--- src/rtl/seg7_digit_reader_if.sv ---
// seg7_digit_reader_if: TinyTapeout-style tile pins of the 7-segment reader.
// The master side drives the segment bus; the slave side is the reader.
interface seg7_digit_reader_if;
    logic       ena;
    logic [7:0] ui_in;
    logic [7:0] uio_in;
    logic [7:0] uo_out;
    logic [7:0] uio_out;
    logic [7:0] uio_oe;
    modport master(output ena, ui_in, uio_in, input uo_out, uio_out, uio_oe);
    modport slave(input ena, ui_in, uio_in, output uo_out, uio_out, uio_oe);
endinterface

--- src/rtl/seg7_digit_reader.sv ---
// seg7_digit_reader: samples a 7-segment bus, debounces it, decodes it to a hex
// nibble and keeps a 3-digit history with a one-cycle pulse per accepted digit.
module seg7_digit_reader #(
    parameter int STABLE_CYCLES = 4,
    parameter int CNT_W         = 8
) (
    input logic clk,
    input logic rst_n,
    seg7_digit_reader_if.slave io
);
    localparam logic [1:0] IDLE   = 2'd0;
    localparam logic [1:0] LOCKED = 2'd1;
    localparam logic [1:0] SETTLE = 2'd2;
    localparam logic [CNT_W-1:0] CNT_MAX = CNT_W'(STABLE_CYCLES - 1);

    logic [7:0] sync1_q, sync2_q;
    logic [6:0] cand_q, cand_d, lock_q, lock_d, p;
    logic [CNT_W-1:0] cnt_q, cnt_d;
    logic [1:0] state_q, state_d, count_q, count_d;
    logic [3:0] dig0_q, dig0_d, dig1_q, dig1_d, dig2_q, dig2_d;
    logic pulse_q, pulse_d, err_q, err_d, en, stable, act;
    logic [4:0] dec;
    logic unused_ok;

    // {valid, nibble}
    function automatic logic [4:0] decode(input logic [6:0] s);
        case (s)
            7'h3F: decode = 5'h10;
            7'h06: decode = 5'h11;
            7'h5B: decode = 5'h12;
            7'h4F: decode = 5'h13;
            7'h66: decode = 5'h14;
            7'h6D: decode = 5'h15;
            7'h7D: decode = 5'h16;
            7'h07: decode = 5'h17;
            7'h7F: decode = 5'h18;
            7'h6F: decode = 5'h19;
            7'h77: decode = 5'h1A;
            7'h7C: decode = 5'h1B;
            7'h39: decode = 5'h1C;
            7'h5E: decode = 5'h1D;
            7'h79: decode = 5'h1E;
            7'h71: decode = 5'h1F;
            default: decode = 5'h00;
        endcase
    endfunction

    assign p      = sync2_q[6:0];
    assign en     = sync2_q[7];
    assign stable = (p == cand_q) && (cnt_q == CNT_MAX);
    assign dec    = decode(p);

    always_comb begin
        // Clearing the candidate while disabled makes a pattern already present at enable look new.
        cand_d  = en ? p : 7'h00;
        cnt_d   = (!en || p != cand_q) ? '0 : (cnt_q == CNT_MAX ? cnt_q : cnt_q + CNT_W'(1));
        state_d = state_q;
        act     = 1'b0;
        if (!en)
            state_d = IDLE;
        else if (state_q == LOCKED)
            state_d = (p != lock_q) ? SETTLE : LOCKED;
        else if (stable) begin
            if (p == 7'h00)
                state_d = IDLE;
            else if (state_q == SETTLE && p == lock_q)
                state_d = LOCKED;
            else begin
                act     = 1'b1;
                state_d = LOCKED;
            end
        end
        lock_d  = act ? p : lock_q;
        pulse_d = act && dec[4];
        err_d   = err_q | (act && !dec[4]);
        dig0_d  = pulse_d ? dec[3:0] : dig0_q;
        dig1_d  = pulse_d ? dig0_q : dig1_q;
        dig2_d  = pulse_d ? dig1_q : dig2_q;
        count_d = count_q + {1'b0, pulse_d};
    end

    always_ff @(posedge clk or negedge rst_n) begin
        if (!rst_n) begin
            sync1_q <= '0;
            sync2_q <= '0;
            cand_q  <= '0;
            lock_q  <= '0;
            cnt_q   <= '0;
            state_q <= IDLE;
            count_q <= '0;
            dig0_q  <= '0;
            dig1_q  <= '0;
            dig2_q  <= '0;
            pulse_q <= 1'b0;
            err_q   <= 1'b0;
        end else begin
            sync1_q <= io.ui_in;
            sync2_q <= sync1_q;
            cand_q  <= cand_d;
            lock_q  <= lock_d;
            cnt_q   <= cnt_d;
            state_q <= state_d;
            count_q <= count_d;
            dig0_q  <= dig0_d;
            dig1_q  <= dig1_d;
            dig2_q  <= dig2_d;
            pulse_q <= pulse_d;
            err_q   <= err_d;
        end
    end

    assign io.uo_out  = {count_q, err_q, pulse_q, dig0_q};
    assign io.uio_out = {dig2_q, dig1_q};
    assign io.uio_oe  = 8'hFF;
    assign unused_ok  = ^{io.ena, io.uio_in};
endmodule

--- src/flat_wrapper.sv ---
// flat-port wrapper written by rule: the top's interface ports become plain ports
module seg7_digit_reader_flat 
#(
    parameter int STABLE_CYCLES = 4,
    parameter int CNT_W         = 8
)
  (clk, rst_n, io_ena, io_ui_in, io_uio_in, io_uo_out, io_uio_out, io_uio_oe);
  seg7_digit_reader_if io_i ();
  input logic clk;
  input logic rst_n;
  input wire logic [$bits(io_i.ena)-1:0] io_ena;
  input wire logic [$bits(io_i.ui_in)-1:0] io_ui_in;
  input wire logic [$bits(io_i.uio_in)-1:0] io_uio_in;
  output wire logic [$bits(io_i.uo_out)-1:0] io_uo_out;
  output wire logic [$bits(io_i.uio_out)-1:0] io_uio_out;
  output wire logic [$bits(io_i.uio_oe)-1:0] io_uio_oe;
  assign io_i.ena = io_ena;
  assign io_i.ui_in = io_ui_in;
  assign io_i.uio_in = io_uio_in;
  assign io_uo_out = io_i.uo_out;
  assign io_uio_out = io_i.uio_out;
  assign io_uio_oe = io_i.uio_oe;
  seg7_digit_reader #(.STABLE_CYCLES(STABLE_CYCLES), .CNT_W(CNT_W)) u_core (.clk(clk), .rst_n(rst_n), .io(io_i));
endmodule
--- config.mk ---
export PLATFORM = sky130hd
export DESIGN_NAME = seg7_digit_reader_flat
export DESIGN_NICKNAME = d
export VERILOG_FILES = /design/src/rtl/seg7_digit_reader_if.sv /design/src/rtl/seg7_digit_reader.sv /design/src/flat_wrapper.sv
export SDC_FILE = /design/constraint.sdc
export NUM_CORES = 1
export LEC_CHECK = 0
export ABC_CLOCK_PERIOD_IN_PS = 3500
export CORE_MARGIN = 8
export CORE_UTILIZATION = 30
export CTS_CLUSTER_DIAMETER = 60
export DETAILED_ROUTE_END_ITERATION = 10
export PLACE_DENSITY = 0.47
export SLEW_MARGIN = 0
export SYNTH_ARGS = -nofsm -noshare
export SYNTH_HDL_FRONTEND = slang
export SYNTH_SLANG_ARGS = --single-unit
export TNS_END_PERCENT = 1
--- constraint.sdc ---
create_clock -name clk -period 3.5 [get_ports clk]
set_clock_uncertainty 0.2 [all_clocks]
set_input_delay 0.35 -clock clk [delete_from_list [all_inputs] [get_ports clk]]
set_output_delay 0.35 -clock clk [all_outputs]
set_load 0.05 [all_outputs]
# == Word level (Yosys, flattened, before mapping) ==
# Cells that the tools add are included.
# word_totals
reg_bits,56
latch_bits,0
ram_bits,0
mem_bits_ro,0
in_bits,19
output_inout_bits,24
word_cells,62
memories,0
# op_classes
addsub,2
multipliers,0
div_mod_pow,0
magnitude_cmp,0
n_eq_ne,25
n_shift,0
mux,14
bitwise_logic,1
n_reduce_logical,8
# op_table
operator,n
$eq A7 B7 Y1 const B,12
$pmux W5 S16,1
$mux W8,2
$eq A7 B3 Y1 const B,2
$eq A7 B6 Y1 const B,2
$eq A7 B7 Y1,2
$ne A7 B7 Y1,2
$add A8 B1 Y8 const B,1
$eq A8 B2 Y1 const B,1
$mux W2,4
$logic_not A7 Y1,1
$mux W7,1
$mux W1,6
$logic_and A1 B1 Y1,4
$ne A3 B3 Y1 const B,1
$add A2 B1 Y2,1
$eq A2 B1 Y1 const B,1
$eq A2 B2 Y1 const B,1
$logic_not A1 Y1,2
$ne A2 B1 Y1 const B,1
$logic_or A1 B1 Y1,1
$or A1 B1 Y1,1

# == Logic depth before layout (Yosys ltp) ==
# logic_depth
depth_word,9
depth_mapped,9
depth_no_buf,7

# == Worst setup path after synthesis ==
# No wires, ideal clock.
# synth_timing
path_type,reg2reg
start,register u_core.cnt_q[0]
end,register u_core.dig0_q[0]
setup_time_ns,0.125
arrival_time_ns,2.042
t_required_ns,3.175
path_slack_ns,1.133
path_stages_with_launch,8
n_path_buf,1
synth_period_minus_slack_ns,2.367
path_cell_list,dfrtp_1 -> ha_1 -> nor4b_2 -> nand2_2 -> or3_4 -> a211oi_4 -> buf_6 -> mux2_4
# synth_via
elab_chain_len,6
# synth_lines
item,line_no,source
from (decl),seg7_digit_reader.sv:18,"logic [CNT_W-1:0] cnt_q, cnt_d;"
from (signal assigned),seg7_digit_reader.sv:101,cnt_q <= cnt_d;
$eq A8 B2 Y1,seg7_digit_reader.sv:50,assign stable = (p == cand_q) && (cnt_q == CNT_MAX);
$logic_and A1 B1 Y1,seg7_digit_reader.sv:50,
$mux W1,seg7_digit_reader.sv:63,else if (stable) begin
$mux W1,seg7_digit_reader.sv:61,else if (state_q == LOCKED)
$mux W1,seg7_digit_reader.sv:59,if (!en)
$logic_and A1 B1 Y1,seg7_digit_reader.sv:74,pulse_d = act && dec[4];
to (signal assigned),seg7_digit_reader.sv:104,dig0_q <= dig0_d;
to (decl),seg7_digit_reader.sv:20,"logic [3:0] dig0_q, dig0_d, dig1_q, dig1_d, dig2_q, dig2_d;"
# Every way passes these cells.
# A chain may end at the register's enable or synchronous reset.

# == Worst setup path after layout ==
# layout_timing
start,register u_core.sync2_q[0]
end,register u_core.dig1_q[3]
# layout_via
elab_chain_len,8
word_cells_on_any_way,28
classes_between,eq/ne (18); mux (6); reduce/logical (4)
# layout_lines
item,line_no,source
from (decl),seg7_digit_reader.sv:16,"logic [7:0] sync1_q, sync2_q;"
from (signal assigned),seg7_digit_reader.sv:98,sync2_q <= sync1_q;
$eq A7 B7 Y1,seg7_digit_reader.sv:66,else if (state_q == SETTLE && p == lock_q)
$logic_and A1 B1 Y1,seg7_digit_reader.sv:66,
$mux W1,seg7_digit_reader.sv:66,
$mux W1,seg7_digit_reader.sv:64,if (p == 7'h00)
$mux W1,seg7_digit_reader.sv:63,
$mux W1,seg7_digit_reader.sv:61,
$mux W1,seg7_digit_reader.sv:59,
$logic_and A1 B1 Y1 *,seg7_digit_reader.sv:74,
to (signal assigned),seg7_digit_reader.sv:105,dig1_q <= dig1_d;
to (decl),seg7_digit_reader.sv:20,
# Every way passes the cells marked *; elsewhere a longest branch is shown, timed or not.

==> summary.txt <==
number of fillers in the final layout - 878
instance count after placement with tap cells included - 354
final setup violating endpoints - 0
endpoints failing hold - 0
clock tree from TritonCTS - done
final setup TNS - 0 ns
met2 layer usage reported by global route - 12.6%
Area growth, synth to finish - 14.6%
Flop pwr share - 56.9%
met1 usage in global routing - 11.6%
hold buffer count at cts - 1
critical path launch point - u_core.sync2_q[0]
FF-to-FF Start - u_core.sync2_q[0]
core region area - 9060 sq um
final max-slew violation count - 0
Lkg Pwr - 1.33 nW
Reg area - 1400 sq um
cell count of the worst hold path - 0
Psw - 0.000296 W
number of DRC markers in iteration 0 - 115
number of synthesized flops with an enable pin - 0
post-route cell area - 3150 sq um
Non-Filler Instances - 363
Setup WS pre-CTS - 0.686 ns
run status - finished clean
Routed wire per std cell - 14.0 microns
post-synthesis register bit count - 56
cell type with the largest total area after synthesis - sky130_fd_sc_hd__dfrtp_1
Async S/R FF share, synth - 100%
first-pass GRT wire length - 8.81 mm
total number of vias - 1699
share of Yosys cell area claimed by the top area cell type - 51.0%
kind of end point of the critical path - register
final antenna-violating net count - 0
placed cell areas - 3030 sq um
Crit path required time - 3.49 ns
ANT cells - 0
gpl congestion - 0.791
Worst Reg-to-Reg Cells - 6
Starting Density - 30.3%
cts bufs inserted - 5
number of nets in the finished design - 272
post-cts gate resize count - 0
highest-count cells in the layout ignoring fill and taps - sky130_fd_sc_hd__dfrtp_1 (56), sky130_fd_sc_hd__clkdlybuf4s50_1 (24), sky130_fd_sc_hd__xnor2_1 (14), sky130_fd_sc_hd__mux2_4 (13), sky130_fd_sc_hd__nor2_1 (12)
footprint of the multi-input gates - 1190 sq um
maximum vdd drop - 0.181 mV
Post-Synthesis Cells - 231
grt met3 use - 2.92%
Die Span X - 112 microns
number of clock sinks - 56
post-synthesis average cell area - 11.9 sq um
startpoint of the lowest-slack hold path - u_core.sync1_q[5]
vias in the first global route - 1703
RSZ-0062 raised after global routing - false
Clock Tree Buf Depth - 2
portion of total power attributed to the clock network - 34.7%
Routed WL - 5.10 mm
Worst Hold Class - register to register
HPWL reported at the end of detailed placement - 3.49 mm
yosys synthesis warning count - 0
DR pass1 iterations - 4
Maximum Capacitance Violations - 0
final setup margin - 0.677 ns
initial antenna violation count - 0
number of setup buffers added after CTS - 0
data arrival at the endpoint of the critical path - 2.81 ns
switching share of power - 24.5%
Overall Global Routing Usage - 8.59%
grt total ovfl - 0
# H-tree levels - 2
PortBufs - 25
internal portion of total power - 0.000913 W
Clock Tree Root - sky130_fd_sc_hd__clkbuf_8
die extent in y - 112 microns
Power Dens Cells - 384 nW/um^2
Synth area leaders - sky130_fd_sc_hd__dfrtp_1 (51%), sky130_fd_sc_hd__mux2_4 (7.1%), sky130_fd_sc_hd__xnor2_1 (4.5%), sky130_fd_sc_hd__buf_4 (3.3%), sky130_fd_sc_hd__xor2_1 (2.2%)
Worst Max-Slew Pin Slew - 0.645 ns
Comb pwr share - 8.3%
latest clock arrival within the worst-skew pair - 0.30 ns
highest clock rate - 354 MHz
number of top-level design ports - 43
area of the mapped netlist - 2750 sq um
number of distinct library cells after synthesis - 60
commonest non-fill, non-tap cell in the layout - sky130_fd_sc_hd__dfrtp_1
relative max-transition margin - 57.0%
maximum number of pins on one net before global-route repair - 31
Die ar. - 12500 sq um
Most Crowded Layer GR - met2
CP startpoint kind - register
dominant register cell in the synthesized netlist - sky130_fd_sc_hd__dfrtp_1
fraction of final layout cells with drive strength greater than 1 - 14.3%
fin crit period - 2.82 ns
Final Cycle Share - 80.7%
clock slew at reported path FFs - 0.10 ns
type of the worst setup path - register to register
remaining design rule violation count - 0
mean number of vias per cell - 4.68
fraction of the yosys area taken by sequential cells - 51.0%
critical path peak fanout - 20
Site Rows - 35
cells by family after synthesis:
group                    after synthesis  share of synthesized area [%]
adder cells (fa/ha/maj)                2                          0.911
XOR/XNOR                              21                           6.70
flip-flops                            56                           51.0
multiplexers                          19                           9.43
other                                  1                          0.137
AO/OA/AOI/OAI                         30                           8.88
buffers and inverters                 29                           6.42
AND/OR/NAND/NOR                       73                           16.5
state kept, by name (all words and copies together) (netlist names):
name,count
u_core.cnt_q,8
u_core.sync1_q,8
u_core.err_q,1
u_core.count_q,2
u_core.cand_q,7
u_core.dig2_q,4
u_core.lock_q,7
u_core.state_q,2
u_core.dig0_q,4
u_core.pulse_q,1
u_core.sync2_q,8
u_core.dig1_q,4
synth_stat cells (all sizes together) (2+ instances only):
master	n
ha	2
nor2	12
nor4b	2
or2	2
nand4	3
a31oi	2
and2	6
nand2	9
dfrtp	56
inv	6
mux2	16
xor2	7
nand4b	2
nand2b	5
buf	20
or3	2
nor4bb	2
a21oi	5
a211oi	3
o22ai	2
xnor2	14
nor3	5
nand3	8
o21ai	7
and3	2
or4	2
mux2i	3
clkbuf	3
or4bb	2
nor4	3
stage by stage:
step                      util (%)  hold slack (ns)  total power (W)
after floorplan                  -           -0.146         0.000773
after global placement        33.4            0.131         0.000802
after detailed placement      33.4            0.135         0.000802
after CTS                     34.7            0.160          0.00123
after global routing          34.7            0.165          0.00127
final                         34.7            0.156          0.00121
area by class of cell:
type	instances	area share [%]
Inverter	6	0.716
Sequential cell	56	44.5
Tap cell	111	4.41
Timing Repair Buffer	29	8.83
Multi-Input combinational cell	153	38.0
Clock buffer	5	2.19
Clock inverter	3	1.35
layer usage:
layer	vias up	share of wire, %
met5	-	0
met4	0	0.59
met3	2	5.3
met2	37	44
met1	827	50
li1	833	-
worst paths after layout:
path / endpoint / slack, ns
max in group asynchronous: u_core.cand_q[3] / 1.91
setup reg to reg: u_core.dig1_q[3] / 0.68
min in group asynchronous: u_core.cnt_q[5] / 0.39
hold reg to reg: u_core.sync2_q[5] / 0.16
setup / recovery: u_core.dig1_q[3] / 0.68
hold / removal: u_core.sync2_q[5] / 0.16
critical path, stage by stage, from the launching register on:
cell                        delay, ns
sky130_fd_sc_hd__dfrtp_1         0.73
sky130_fd_sc_hd__or3b_4          0.46
sky130_fd_sc_hd__a2111oi_4       0.34
sky130_fd_sc_hd__nor4_2          0.12
sky130_fd_sc_hd__a211oi_4        0.24
sky130_fd_sc_hd__buf_4           0.26
sky130_fd_sc_hd__mux2_1          0.35
power groups by stage:
stage	clock network (W)	logic, W	registers, W
after floorplan	0	0.0000891	0.000684
final	0.000420	0.000101	0.000688
after detailed placement	0	0.000101	0.000701
after global placement	0	0.000101	0.000702
after CTS	0.000442	0.000102	0.000688
after global routing	0.000470	0.000112	0.000692
(Power assumes the default switching activity.)
